<file path="config.mk">
export PLATFORM = sky130hd
export DESIGN_NAME = a2s_stream_unpacker_flat
export DESIGN_NICKNAME = d
export VERILOG_FILES = /design/src/rtl/a2s_pkg.sv /design/src/rtl/a2s_stream_unpacker_if.sv /design/src/rtl/a2s_round_sat.sv /design/src/rtl/a2s_stream_unpacker.sv /design/src/flat_wrapper.sv
export SDC_FILE = /design/constraint.sdc
export NUM_CORES = 1
export LEC_CHECK = 0
export CORE_UTILIZATION = 45
export DETAILED_ROUTE_END_ITERATION = 12
export PLACE_DENSITY = 0.64
export SYNTH_ARGS = -nofsm -noshare
export SYNTH_HDL_FRONTEND = slang
export SYNTH_SLANG_ARGS = --single-unit
</file>
<file path="constraint.sdc">
create_clock -name Sclk -period 3.2 [get_ports Sclk]
set_clock_uncertainty 0.05 [all_clocks]
set_input_delay 0.96 -clock Sclk [delete_from_list [all_inputs] [get_ports Sclk]]
set_output_delay 0.96 -clock Sclk [all_outputs]
set_load 0.005 [all_outputs]
</file>
<file path="src/rtl/a2s_pkg.sv">
// a2s_pkg
//   Shared definitions for the A2S stream unpacker: FSM state encoding and the
//   field layout of a 32-bit buffer word ({Q[31:16], I[15:0]}, two's complement).
//   Ports: none (package).
package a2s_pkg;

    typedef enum logic [1:0] {
        ST_IDLE  = 2'd0,
        ST_PRIME = 2'd1,
        ST_RUN   = 2'd2,
        ST_DRAIN = 2'd3
    } a2s_state_e;

    localparam int I_LSB = 0;
    localparam int Q_LSB = 16;
    localparam int SMP_W = 16;

    function automatic logic [SMP_W-1:0] word_i(input logic [31:0] w);
        return w[I_LSB +: SMP_W];
    endfunction

    function automatic logic [SMP_W-1:0] word_q(input logic [31:0] w);
        return w[Q_LSB +: SMP_W];
    endfunction

endpackage

</file>
<file path="src/rtl/a2s_stream_unpacker_if.sv">
// a2s_stream_unpacker_if
//   Groups the buffer read port and the TX sample stream of the unpacker.
//   master: the unpacker (drives a2s_oen, tx_valid, tx_i, tx_q).
//   slave : the environment (ping-pong buffer + TX sink).
//   Signals:
//     a2s_oen    buffer read enable, one word per high cycle
//     a2s_rdata  buffer read data, valid the cycle after a2s_oen
//     tx_valid   sample valid
//     tx_ready   sink accepts sample
//     tx_i/tx_q  rounded I/Q sample, OUT_W bits each
interface a2s_stream_unpacker_if #(
    parameter int OUT_W = 12
);
    logic             a2s_oen;
    logic [31:0]      a2s_rdata;
    logic             tx_valid;
    logic             tx_ready;
    logic [OUT_W-1:0] tx_i;
    logic [OUT_W-1:0] tx_q;

    modport master (
        output a2s_oen,
        input  a2s_rdata,
        output tx_valid,
        input  tx_ready,
        output tx_i,
        output tx_q
    );

    modport slave (
        input  a2s_oen,
        output a2s_rdata,
        input  tx_valid,
        output tx_ready,
        input  tx_i,
        input  tx_q
    );
endinterface

</file>
<file path="src/rtl/a2s_round_sat.sv">
// a2s_round_sat
//   Combinational round-half-up and positive saturation of one 16-bit signed
//   sample down to OUT_W bits.
//   Ports:
//     x_i    16-bit signed input sample
//     y_o    OUT_W-bit rounded result
//     sat_o  high when the rounded value was clamped to the maximum
module a2s_round_sat #(
    parameter int OUT_W = 12
) (
    input  logic [15:0]      x_i,
    output logic [OUT_W-1:0] y_o,
    output logic             sat_o
);
    localparam int S = 16 - OUT_W;

    generate
        if (S == 0) begin : g_pass
            assign y_o   = x_i;
            assign sat_o = 1'b0;
        end else begin : g_round
            localparam logic signed [16:0] HALF = 17'sd1 <<< (S - 1);
            localparam logic signed [16:0] MAXV = (17'sd1 <<< (OUT_W - 1)) - 17'sd1;

            logic signed [16:0] sum;
            logic signed [16:0] y;

            // 17 bits keep x + half from wrapping at the positive end; the
            // arithmetic shift floors, so the negative minimum always fits.
            assign sum   = $signed({x_i[15], x_i}) + HALF;
            assign y     = sum >>> S;
            assign sat_o = (y > MAXV);
            assign y_o   = sat_o ? MAXV[OUT_W-1:0] : y[OUT_W-1:0];
        end
    endgenerate
endmodule

</file>
<file path="src/rtl/a2s_stream_unpacker.sv">
// a2s_stream_unpacker
//   Sclk-domain reader of the A2S ping-pong buffer. Issues buffer reads,
//   captures each word one cycle later, rounds I/Q to OUT_W bits and queues
//   them in a small show-ahead FIFO feeding a valid/ready TX stream.
//   Ports:
//     Sclk      stream clock
//     rst_n     asynchronous active-low reset
//     sync      synchronous restart (same effect as reset)
//     en        stream enable
//     bus       master side of a2s_stream_unpacker_if (buffer read + TX stream)
//     underrun  sticky: tx_ready seen in RUN with FIFO empty
//     sat_flag  sticky: a written sample saturated
//     smp_cnt   count of accepted samples
//
//   state    | meaning
//   ---------+-------------------------------------------------------------
//   ST_IDLE  | stopped, waiting for en
//   ST_PRIME | wait PRIME_CYCLES so the upstream can fill the buffer
//   ST_RUN   | reading words while FIFO + in-flight has room
//   ST_DRAIN | en dropped: no new reads, deliver what is left, then IDLE
module a2s_stream_unpacker
    import a2s_pkg::*;
#(
    parameter int OUT_W        = 12,
    parameter int FIFO_DEPTH   = 4,
    parameter int PRIME_CYCLES = 64,
    parameter int CNT_W        = 32
) (
    input  logic                  Sclk,
    input  logic                  rst_n,
    input  logic                  sync,
    input  logic                  en,
    a2s_stream_unpacker_if.master bus,
    output logic                  underrun,
    output logic                  sat_flag,
    output logic [CNT_W-1:0]      smp_cnt
);
    localparam int AW = $clog2(FIFO_DEPTH);
    localparam int CW = AW + 1;
    localparam int PW = (PRIME_CYCLES > 1) ? $clog2(PRIME_CYCLES) : 1;

    a2s_state_e       state_q;
    logic [PW-1:0]    prime_q;
    logic             inflight_q;
    logic [CW-1:0]    count_q;
    logic [AW-1:0]    wptr_q;
    logic [AW-1:0]    rptr_q;
    logic             underrun_q;
    logic             sat_q;
    logic [CNT_W-1:0] cnt_q;

    logic [OUT_W-1:0] mem_i_q [FIFO_DEPTH];
    logic [OUT_W-1:0] mem_q_q [FIFO_DEPTH];

    logic [15:0]      smp_i;
    logic [15:0]      smp_q;
    logic [OUT_W-1:0] rnd_i;
    logic [OUT_W-1:0] rnd_q;
    logic             sat_i;
    logic             sat_qc;

    logic             fifo_empty;
    logic             push;
    logic             pop;
    logic             oen;
    logic [CW:0]      occ;

    assign smp_i = word_i(bus.a2s_rdata);
    assign smp_q = word_q(bus.a2s_rdata);

    a2s_round_sat #(.OUT_W(OUT_W)) u_round_i (
        .x_i   (smp_i),
        .y_o   (rnd_i),
        .sat_o (sat_i)
    );

    a2s_round_sat #(.OUT_W(OUT_W)) u_round_q (
        .x_i   (smp_q),
        .y_o   (rnd_q),
        .sat_o (sat_qc)
    );

    assign fifo_empty = (count_q == '0);
    // rdata is only meaningful when a read was issued last cycle; a sync
    // clears inflight_q, which is what discards the word after a sync.
    assign push       = inflight_q;
    assign pop        = bus.tx_valid & bus.tx_ready;

    // Counting the in-flight word reserves its slot, so a read is only
    // issued when the FIFO is guaranteed to have room on arrival.
    assign occ = {1'b0, count_q} + (CW+1)'(inflight_q);
    assign oen = (state_q == ST_RUN) && en && (occ < (CW+1)'(FIFO_DEPTH));

    assign bus.a2s_oen  = oen;
    assign bus.tx_valid = ~fifo_empty;
    assign bus.tx_i     = fifo_empty ? '0 : mem_i_q[rptr_q];
    assign bus.tx_q     = fifo_empty ? '0 : mem_q_q[rptr_q];
    assign underrun     = underrun_q;
    assign sat_flag     = sat_q;
    assign smp_cnt      = cnt_q;

    always_ff @(posedge Sclk or negedge rst_n) begin
        if (!rst_n) begin
            state_q    <= ST_IDLE;
            prime_q    <= '0;
            inflight_q <= 1'b0;
            count_q    <= '0;
            wptr_q     <= '0;
            rptr_q     <= '0;
            underrun_q <= 1'b0;
            sat_q      <= 1'b0;
            cnt_q      <= '0;
        end else if (sync) begin
            state_q    <= ST_IDLE;
            prime_q    <= '0;
            inflight_q <= 1'b0;
            count_q    <= '0;
            wptr_q     <= '0;
            rptr_q     <= '0;
            underrun_q <= 1'b0;
            sat_q      <= 1'b0;
            cnt_q      <= '0;
        end else begin
            inflight_q <= oen;
            count_q    <= count_q + CW'(push) - CW'(pop);

            if (push) begin
                wptr_q <= wptr_q + 1'b1;
                if (sat_i || sat_qc) sat_q <= 1'b1;
            end

            if (pop) begin
                rptr_q <= rptr_q + 1'b1;
                cnt_q  <= cnt_q + 1'b1;
            end

            if ((state_q == ST_RUN) && bus.tx_ready && fifo_empty) underrun_q <= 1'b1;

            case (state_q)
                ST_IDLE: begin
                    if (en) begin
                        state_q <= ST_PRIME;
                        prime_q <= '0;
                    end
                end
                ST_PRIME: begin
                    if (!en)                                state_q <= ST_IDLE;
                    else if (prime_q == PW'(PRIME_CYCLES - 1)) state_q <= ST_RUN;
                    else                                    prime_q <= prime_q + 1'b1;
                end
                ST_RUN: begin
                    if (!en) state_q <= ST_DRAIN;
                end
                ST_DRAIN: begin
                    if (fifo_empty && !inflight_q) state_q <= ST_IDLE;
                end
                default: state_q <= ST_IDLE;
            endcase
        end
    end

    // Sample storage needs no reset: count_q gates visibility of every entry.
    always_ff @(posedge Sclk) begin
        if (push) begin
            mem_i_q[wptr_q] <= rnd_i;
            mem_q_q[wptr_q] <= rnd_q;
        end
    end
endmodule
</file>
<file path="src/flat_wrapper.sv">
// flat-port wrapper written by rule: the top's interface ports become plain ports
module a2s_stream_unpacker_flat import a2s_pkg::*;
#(
    parameter int OUT_W        = 12,
    parameter int FIFO_DEPTH   = 4,
    parameter int PRIME_CYCLES = 64,
    parameter int CNT_W        = 32
)
  (Sclk, rst_n, sync, en, underrun, sat_flag, smp_cnt, bus_a2s_oen, bus_a2s_rdata, bus_tx_valid, bus_tx_ready, bus_tx_i, bus_tx_q);
  a2s_stream_unpacker_if #(.OUT_W(OUT_W)) bus_i ();
  input  logic Sclk;
  input  logic rst_n;
  input  logic sync;
  input  logic en;
  output logic underrun;
  output logic sat_flag;
  output logic [CNT_W-1:0] smp_cnt;
  output wire logic [$bits(bus_i.a2s_oen)-1:0] bus_a2s_oen;
  input wire logic [$bits(bus_i.a2s_rdata)-1:0] bus_a2s_rdata;
  output wire logic [$bits(bus_i.tx_valid)-1:0] bus_tx_valid;
  input wire logic [$bits(bus_i.tx_ready)-1:0] bus_tx_ready;
  output wire logic [$bits(bus_i.tx_i)-1:0] bus_tx_i;
  output wire logic [$bits(bus_i.tx_q)-1:0] bus_tx_q;
  assign bus_a2s_oen = bus_i.a2s_oen;
  assign bus_i.a2s_rdata = bus_a2s_rdata;
  assign bus_tx_valid = bus_i.tx_valid;
  assign bus_i.tx_ready = bus_tx_ready;
  assign bus_tx_i = bus_i.tx_i;
  assign bus_tx_q = bus_i.tx_q;
  a2s_stream_unpacker #(.OUT_W(OUT_W), .FIFO_DEPTH(FIFO_DEPTH), .PRIME_CYCLES(PRIME_CYCLES), .CNT_W(CNT_W)) u_core (.Sclk(Sclk), .rst_n(rst_n), .sync(sync), .en(en), .bus(bus_i), .underrun(underrun), .sat_flag(sat_flag), .smp_cnt(smp_cnt));
endmodule
</file>
======== Word level (Yosys, flattened, before mapping) ========
Memory sizes are Yosys's and may differ from the RTL's.
Index checks and enable logic that the tools add are counted.
cells by class
  $lt $le $gt $ge ......................... 3
  reduce and logical (&&, ||, !) cells .... 17
  bitwise operators ....................... 2
  eq/ne operators ......................... 10
  $add $sub $neg .......................... 9
  mux-type cells .......................... 31
operators with widths
  operator               count
  $mux 32                2
  $mux 12                4
  $add 16x5->17 const B  2
  $add 32x1->32 const B  1
  $gt 13x12->1 const B   2
  $mux 6                 4
  $mux 2                 10
  $ne 3x3->1 const B     4
  $pmux 6 s2             1
  $mux 1                 8
  $pmux 2 s4             1
  $reduce_and 4->1       2
  $reduce_bool 2->1      4
  $add 6x1->6 const B    1
  $eq 6x6->1 const B     1
  $logic_and 1x1->1      5
  $add 2x1->2 const B    2
  $add 3x1->4            1
  $eq 2x2->1 const B     2
  $lt 4x3->1 const B     1
  $ne 4x3->1 const B     1
  $add 3x1->3            1
  $logic_not 3->1        1
  $mux 3                 1
  10 further kinds       10
storage, ports and cells
  memories kept ........................... 2
  register bits after elaboration ......... 50
  RAM bits ................................ 96
memories
  memory          depth  width  read ports  clocked after Yosys merged registers in  wr ports  line                       text
  u_core.mem_i_q  4      12     1           0                                        1         a2s_stream_unpacker.sv:52  logic [OUT_W-1:0] mem_i_q [FIFO_DEPTH];
  u_core.mem_q_q  4      12     1           0                                        1         a2s_stream_unpacker.sv:53  logic [OUT_W-1:0] mem_q_q [FIFO_DEPTH];

======== Depth between registers and ports, before layout ========
Gate-level depths: netlist of the first run.
  word-level depth ........................ 6
  depth in mapped cells ................... 8
  mapped depth without buffers ............ 7

======== Hierarchy ========
Synthesis of the first run repeated with hierarchy kept, for this count alone.
unflattened totals
  cell total of the unflattened synthesis .. 530
  area total of the unflattened synthesis .. 6988.0 um^2
modules (own cells, without submodules)
  module               times used  cells each  area each (um^2)  seq. area each (um^2)
  a2s_stream_unpacker  1           444         6359.8            4134.0
  a2s_round_sat        2           43          314.1             0.0

======== Worst setup path before layout of the first run ========
Ideal clock, no wire load.
  path type ............................... flip-flop to output port
  from .................................... reg u_core.rptr_q[0]
  to ...................................... out bus_tx_i[0]
  stages on the path, launching flop included .. 5
  data required time ...................... 2.190 ns
  data arrival time ....................... 1.724 ns
  path slack .............................. 0.466 ns
  buffers on the path ..................... 2
  cells stage by stage .................... dfrtp_1 -> clkbuf_1 -> buf_2 -> mux4_2 -> and2_1
on the way
  longest elaborated chain between the ends .. 2
ends and longest elaborated chain
  element                   line                        text
  start: declaration        a2s_stream_unpacker.sv:47   logic [AW-1:0] rptr_q;
  start signal: assignment  a2s_stream_unpacker.sv:133  rptr_q <= rptr_q + 1'b1;
  $mem_v2 4x12              n/a
  $mux 12                   a2s_stream_unpacker.sv:96   assign bus.tx_i = fifo_empty ? '0 : mem_i_q[rptr_q];
  end: declaration          flat_wrapper.sv:22          output wire logic [$bits(bus_i.tx_i)-1:0] bus_tx_i;
No other way between the ends.

======== Final worst setup path of the first run ========
  from .................................... reg u_core.rptr_q[0]
  to ...................................... out bus_tx_q[10]
on the way
  longest elaborated chain between the ends .. 2
ends and longest elaborated chain
  element           line                       text
  $mem_v2 4x12      n/a
  $mux 12           a2s_stream_unpacker.sv:97  assign bus.tx_q = fifo_empty ? '0 : mem_q_q[rptr_q];
  end: declaration  flat_wrapper.sv:23         output wire logic [$bits(bus_i.tx_q)-1:0] bus_tx_q;
No other way between the ends.

==> results of run 1 <==
==> layer usage <==
metal,routed length [µm],global-route usage [%]
met1,6690,26.1
met2,7530,33.7
met3,629,4.77
met4,139,6.45
met5,0,0
==> logic make-up (layout without fill, tap and decap cells) <==
kind of cell,count (synthesis),in the layout,synth area share (%)
buffers and inverters,47,175,2.63
DFF,146,146,59.4
xor gates and xnor gates,28,28,3.52
muxes,32,32,9.03
adders and majority gates,12,12,2.27
AOI/OAI and AO/OA,74,74,6.71
and+or+nand+nor,209,209,16.5
==> metrics by stage <==
step / std cells / TNS [ns]
floorplan: 548 / 0
global placement: 821 / -0.0783
detailed placement: 821 / -0.0658
CTS: 860 / -0.191
global route: 864 / -0.0327
finish: 864 / 0
==> final cells by class <==
cell class	count	area [µm²]
clock buffer	18	429
clock inverter	14	131
fill	1231	6200
inverter	19	71.3
multi-input combinational	355	2660
sequential	146	4140
tap	188	235
timing repair buffer	124	1280
==> flip-flops by register name, summed over array words and instances, names as in the netlist, 2 cells and up <==
| signal | flops |
|---|---|
| u_core.smp_cnt | 32 |
| u_core.count_q | 3 |
| u_core.wptr_q | 2 |
| u_core.prime_q | 6 |
| u_core.mem_q_q | 48 |
| u_core.state_q | 2 |
| u_core.rptr_q | 2 |
| u_core.mem_i_q | 48 |
==> repair_timing <==
action | CTS | global route
setup endpoints to repair | 25 | 14
gates resized for setup | 20 | 17
hold buffers | 0 | 0
pin swaps | 2 | 1
gates cloned | 3 | 0
setup buffers | 4 | 4
==> layout by cell type (no fill, tap or decap), types with 14 or more instances in the layout <==
cell type / count
sky130_fd_sc_hd__edfxtp_1: 96
sky130_fd_sc_hd__clkdlybuf4s50_1: 62
sky130_fd_sc_hd__buf_4: 25
sky130_fd_sc_hd__xor2_1: 14
sky130_fd_sc_hd__dlymetal6s2s_1: 14
sky130_fd_sc_hd__nand4_1: 14
sky130_fd_sc_hd__nor2_1: 33
sky130_fd_sc_hd__xnor2_1: 14
sky130_fd_sc_hd__mux4_2: 24
sky130_fd_sc_hd__a21oi_1: 21
sky130_fd_sc_hd__and2_1: 28
sky130_fd_sc_hd__or3_1: 14
sky130_fd_sc_hd__nand3_1: 16
sky130_fd_sc_hd__nand2_1: 36
sky130_fd_sc_hd__dfrtp_1: 49
sky130_fd_sc_hd__o21ai_0: 23
sky130_fd_sc_hd__inv_1: 19
sky130_fd_sc_hd__clkbuf_16: 17
==> report_power, final <==
part           internal (µW)  switching [µW]
combinational            879             616
clock                   1080             784
sequential              2060            53.9
==> worst min-delay path, cell delays in order (launching register included) <==
cell and delay [ns]:
sky130_fd_sc_hd__dfrtp_1 0.36, sky130_fd_sc_hd__a31oi_1 0.05, sky130_fd_sc_hd__nor2_1 0.07
==> final timing paths <==
| check | end | startpoint | slack [ns] | depth (start not counted) |
|---|---|---|---|---|
| max | bus_tx_q[10] | u_core.rptr_q[0] | 0.07 | 7 |
| min | u_core.underrun | u_core.underrun | 0.47 | 2 |
| max reg2reg | u_core.smp_cnt[26] | u_core.smp_cnt[0] | 0.90 | 5 |
| min reg2reg | u_core.underrun | u_core.underrun | 0.47 | 2 |
| max in group asynchronous | u_core.count_q[2] | rst_n | 2.04 | 2 |
| min in group asynchronous | u_core.smp_cnt[19] | rst_n | 0.50 | 1 |
==> run summary, run 1 <==
The final wirelength came out at 15.0 mm. After clock tree synthesis, the clock-pin slew on the worst setup and hold paths is 0.06 ns. The number of clock sinks is 146.

Synthesis produced 548 cells. The number of port buffers is 90. The largest stage delay on the critical path is 0.44 ns. IR analysis of the VDD net gives a maximum drop of 0.392 mV. Sorting the synthesized cells by how often they occur yields sky130_fd_sc_hd__edfxtp_1 (96), sky130_fd_sc_hd__dfrtp_1 (50), sky130_fd_sc_hd__nand2_1 (36), sky130_fd_sc_hd__nor2_1 (33), sky130_fd_sc_hd__and2_1 (32).

Among all stages on the critical path, the largest delay is contributed by sky130_fd_sc_hd__dfrtp_2. The initial standard-cell utilization of the core is 45.9%. The horizontal die dimension is 126 µm. The maximum clock insertion buffer count is 2. The via count of the first global-routing pass came to 4,729. The post-layout total power came out at 5470 µW.

The worst path arrival time is 2.12 ns. Once routing completed, OpenROAD measured the worst setup slack at 0.0719 ns. The total number of vias came out at 4,815. The worst min-delay path category is reg -> reg. The cell area power density came out at 611 mW/mm². The maximum number of pins on one net before global-route repair is 46.

The mean instance size in the synthesized netlist is 12.7 µm². The total count of max-transition violations in the final report was 0. Static timing analysis puts the maximum clock frequency at 320 MHz. The synthesis warning total is 0.

The congestion estimate from routability-driven global placement came to 0.812. The die area is 0.0160 mm². The number of primary I/O pins is 97. The layout overhead on the synthesized area came out at 28.5%. For this design the static power due to leakage is 0.00346 µW. The post-synthesis cell area is 0.00696 mm². TritonCTS built the clock tree. The signal on the critical path passes through buf_6, buf_4, buf_16, buf_4, mux4_2, and2_1, dlymetal6s2s_1. At the pin with the least slew margin, the transition time is 0.619 ns. Among all flip-flop cells after synthesis, the most frequent one is sky130_fd_sc_hd__edfxtp_1. The total number of nets in the final design came out at 712. The post-detailed-route wirelength per cell came out at 17.4 µm.

The residual overflow from global routing is 0. Setup violations remaining at the end of the flow were counted as 0. The die span in y is 126 µm. The number of synthesized register bits is 146. The row count came out at 45. The share of layout cells above drive strength 1 came out at 15.5%. The kind of end point of the critical path is a primary output. The worst slack at placement is -0.0658 ns. The critical path launch point type is a flop. In this run the biggest area consumer among cell types represents 41.4% of the synthesized area.

The number of nets handed over by synthesis was 597. Together, buffers and inverters on the worst path number 5. The final hold slack is 0.466 ns. The distinct cell type count of the synthesized netlist is 48. The minimum period implied by the final worst setup slack is 3.13 ns. The length of the first detailed-routing pass in iterations is 4. The number of H-tree branching levels is 4. The post-route cell area is 0.00894 mm². The most used standard cell by instance count after synthesis is sky130_fd_sc_hd__edfxtp_1. The critical path is of the reg -> out type. The fraction of registers with async set or reset after synthesis came out at 34.2%. The required time of the critical path came out at 2.19 ns. The cell area after placement is 0.00820 mm².

The routed via count divided by cell count is 5.57. By area the synthesized netlist is led by sky130_fd_sc_hd__edfxtp_1 (41%), sky130_fd_sc_hd__dfrtp_1 (18%), sky130_fd_sc_hd__mux4_2 (7.8%). The core area is 0.0151 mm². In this design, the critical path's most frequently occurring cell is sky130_fd_sc_hd__buf_4.

The number of antenna violations at the first check in global routing came out at 0. Setup repair after global routing could not meet its margin everywhere. The number of enable-type register cells in the synthesized netlist is 96. Summing the sequential cell areas from Yosys gives 59.4% of the chip area. The worst slew slack as a fraction of its limit came out at 58.7%.

The final critical-path share of the clock period is 97.8%. The TritonCTS buffer count is 17. The first global-routing pass estimated 24.4 mm of wire. Summed over all nets, the half-perimeter wirelength after detailed placement is 9.75 mm. 0 antenna diodes ended up in the layout. CTS placed an instance of sky130_fd_sc_hd__clkbuf_16 at the clock tree root.

The total DRC errors in the routed layout is 0. The number of hold violations in the final report came out at 0. The run finished with clean final reports. After the first detailed-routing iteration, the DRC count stood at 288. The number of maximum-capacitance violations is 0. Global routing consumed, over all layers together, 20.2% of the routing resources.

Of all cell types, the one taking the most synthesized area is sky130_fd_sc_hd__edfxtp_1. The clock latency on the worst-skew pair came out at 0.42 ns. The biggest fanout along the worst timing path is 6. The cell family contributing the most delay on the critical path is buffers and inverters. The number of nets with antenna violations after detailed routing came out at 0. Once layout is complete, the utilization of the core stands at 59.1%.
(Power assumes the default switching activity.)
==> inputs of run 2 (changes only) <==
- CORE_MARGIN: unset -> 3
==> run summary, run 2 (synthesis results as in run 1) <==
Status: finished clean (unchanged). The biggest fanout along the worst timing path came out at 9 (was 6). The residual overflow from global routing is 0 (unchanged). The origin of the worst min-delay path was u_core.underrun (unchanged). The slack of the worst reg-to-reg path was 0.94 ns (was 0.90 ns). The cell depth of the worst min-delay path was 2 (unchanged). The number of port buffers is 90 (unchanged). The root buffer selected by CTS is sky130_fd_sc_hd__clkbuf_16 (unchanged).

The die span in y is 130 µm (was 126 µm). The total number of vias is 4,820 (was 4,815). The global router's overall resource usage came to 18.7% (was 20.2%).

The post-CTS clock slew at the launch and capture registers of the worst setup and hold paths is 0.06 ns (about the same). The endpoint of the lowest-slack register-to-register path was u_core.smp_cnt[14] (was u_core.smp_cnt[26]). The cell area after placement came out at 0.00817 mm² (was 0.00820 mm²). The number of primary I/O pins is 97 (unchanged). The largest stage delay on the critical path came out at 0.48 ns (was 0.44 ns).

The clock latency on the worst-skew pair came out at 0.41 ns (was 0.42 ns). The final wirelength is 15.2 mm (was 15.0 mm). The count of final setup violators was 0 (unchanged). The endpoint of the worst hold-timing path was u_core.underrun (unchanged). The maximum clock insertion buffer count came out at 2 (unchanged). The initial standard-cell utilization of the core came out at 47.0% (was 45.9%). The switching share of power is 25.9% (was 26.6%). The met3 track demand over resource came out at 4.58% (was 4.77%).

The category of cells accounting for the largest share of critical-path delay is buffers and inverters (unchanged). The switching power total is 1360 µW (was 1450 µW). The final critical-path share of the clock period is 96.9% (was 97.8%). The count of placed standard cells in the final layout, fillers left out came out at 856 (was 864). The first-pass GRT wire length came to 24.4 mm (about the same). The core area is 0.0148 mm² (was 0.0151 mm²).

The number of antenna violations at the first check in global routing is 0 (unchanged). The critical path launch point type was a flop (unchanged). The post-layout total power is 5240 µW (was 5470 µW). The routability congestion estimate from global placement came out at 0.821 (was 0.812). The TritonCTS clock tree is yes (unchanged).

Unrepaired setup endpoints after global routing: false (was true). The type of the worst setup path is reg -> out (unchanged). Commonest cells after routing, fill and taps aside: sky130_fd_sc_hd__edfxtp_1 (96), sky130_fd_sc_hd__clkdlybuf4s50_1 (75), sky130_fd_sc_hd__dfrtp_1 (48) (was sky130_fd_sc_hd__edfxtp_1 (96), sky130_fd_sc_hd__clkdlybuf4s50_1 (62), sky130_fd_sc_hd__dfrtp_1 (49)). The worst slew slack as a fraction of its limit is 56.4% (was 58.7%). The worst path arrival time is 2.09 ns (was 2.12 ns).

The filler cell count is 1,209 (was 1,231). The via count of the first global-routing pass is 4,744 (was 4,729). The total number of nets in the final design is 709 (was 712).

The number of hold violations in the final report is 0 (unchanged). The row count is 44 (was 45). The required time of the critical path came out at 2.19 ns (about the same). The beginning of the worst register-to-register path is u_core.smp_cnt[0] (unchanged). The sequential group share of total power came to 40.6% (was 38.6%).

Cells along the critical path: buf_12, mux4_2, and2_1, clkdlybuf4s50_1 (was buf_6, buf_4, buf_16, buf_4, mux4_2, and2_1, dlymetal6s2s_1). The post-route setup TNS is 0 ns (unchanged). The layout overhead on the synthesized area is 26.0% (was 28.5%).

The number of clock sinks is 146 (unchanged). The number of nets with antenna violations after detailed routing came out at 0 (unchanged). The total DRC errors in the routed layout is 0 (unchanged). The final hold slack is 0.477 ns (was 0.466 ns). The combinational fraction of design power is 25.6% (was 27.3%). The number of maximum-capacitance violations came to 0 (unchanged). The horizontal die dimension was 130 µm (was 126 µm).

The met1 track demand over resource is 25.0% (was 26.1%). The routed via count divided by cell count came out at 5.63 (was 5.57). The depth of the worst register-to-register path came out at 6 (was 5). The peak clock frequency supported by timing came out at 322 MHz (was 320 MHz). The critical path's slowest cell was sky130_fd_sc_hd__mux4_2 (was sky130_fd_sc_hd__dfrtp_2). The cell area power density is 598 mW/mm² (was 611 mW/mm²). The maximum number of pins on one net before global-route repair was 51 (was 46). The transition time at the pin with the least slew margin is 0.654 ns (was 0.619 ns). The most congested layer reported by global routing was met2 (unchanged). The worst min-delay path category is reg -> reg (unchanged). The most common library cell in the layout ignoring fill and taps is sky130_fd_sc_hd__edfxtp_1 (unchanged). The TritonCTS buffer count came out at 17 (unchanged). The number of H-tree branching levels came out at 4 (unchanged). The total count of max-transition violations in the final report came out at 0 (unchanged). The length of the first detailed-routing pass in iterations came to 5 (was 4). The kind of end point of the critical path is a primary output (unchanged). The internal power contribution came out at 3890 µW (was 4010 µW). The count of antenna diodes in the layout is 0 (unchanged). The die area came to 0.0170 mm² (was 0.0160 mm²). The post-DP HPWL is 10.1 mm (was 9.75 mm).

The detailed router's first-iteration violation count is 374 (was 288). The leakage power total came out at 0.00320 µW (was 0.00346 µW). The maximum vdd drop is 0.401 mV (was 0.392 mV). The combined buffer and inverter count along the critical path is 2 (was 5). The post-route cell area was 0.00877 mm² (was 0.00894 mm²).

The share of layout cells above drive strength 1 came out at 14.0% (was 15.5%). The minimum period implied by the final worst setup slack came out at 3.10 ns (was 3.13 ns). The global routing met2 resource utilization is 30.8% (was 33.7%). The number of instances in the placed design came out at 818 (was 821). The post-detailed-route wirelength per cell is 17.8 µm (was 17.4 µm). The fraction of power consumed by the clock network came out at 33.8% (was 34.1%).
[run 2: worst max-delay path by stage]
stage	from	to	slack, ns	cells after the start
2_1_floorplan	u_core.rptr_q[0]	bus_tx_i[0]	0.47	4
3_3_place_gp	en	bus_a2s_oen	-0.03	4
3_5_place_dp	en	bus_a2s_oen	-0.03	4
4_1_cts	u_core.rptr_q[0]	bus_tx_q[1]	-0.02	4
5_1_grt	u_core.rptr_q[0]	bus_tx_q[11]	0.0004	4
6_report	u_core.rptr_q[0]	bus_tx_q[1]	0.1	4
[run 2: stage by stage]
stage / util (%) / setup WS (ns)
6_report: 59.2 / 0.0981
5_1_grt: 59.2 / 0.000352
4_1_cts: 58.7 / -0.0201
3_5_place_dp: 55.2 / -0.0295
3_3_place_gp: 55.2 / -0.0286
2_1_floorplan: - / 0.466
[run 2: layout make-up]
cell class / count / area [µm²] / area share, %
Clock buffer: 19 / 433 / 4.94
Sequential cell: 146 / 4140 / 47.2
Multi-Input combinational cell: 355 / 2650 / 30.2
Clock inverter: 12 / 91.3 / 1.04
Timing Repair Buffer: 121 / 1160 / 13.2
Tap cell: 184 / 230 / 2.63
Inverter: 19 / 71.3 / 0.813
[run 2: tightest hold or removal path: cells and delay by family (launching register included)]
family | cells | cell delay, ns
simple gates | 1 | 0.08
compound gates | 1 | 0.05
flops | 1 | 0.37
[run 2: per-layer routing]
metal  vias up  part of all wire [%]  wire length, µm
li1       2276                     -                -
met1      2379                    45             6850
met2       153                    49             7490
met3        12                   5.3              809
met4         0                  0.57               87
met5         -                     0                0
[run 2: what timing repair did]
item	4_1_cts	5_1_grt
endpoints found under the setup margin	18	12
gates resized for setup	15	4
setup buffers	0	7
hold buffers	0	0
[run 2: power groups by stage]
stage | Clock, µW | Sequential (µW) | Combinational, µW
after floorplan | 0 | 2130 | 659
after global placement | 0 | 2150 | 1330
after detailed placement | 0 | 2150 | 1330
after CTS | 1810 | 2120 | 1290
after global routing | 1910 | 2130 | 1480
final | 1770 | 2130 | 1340
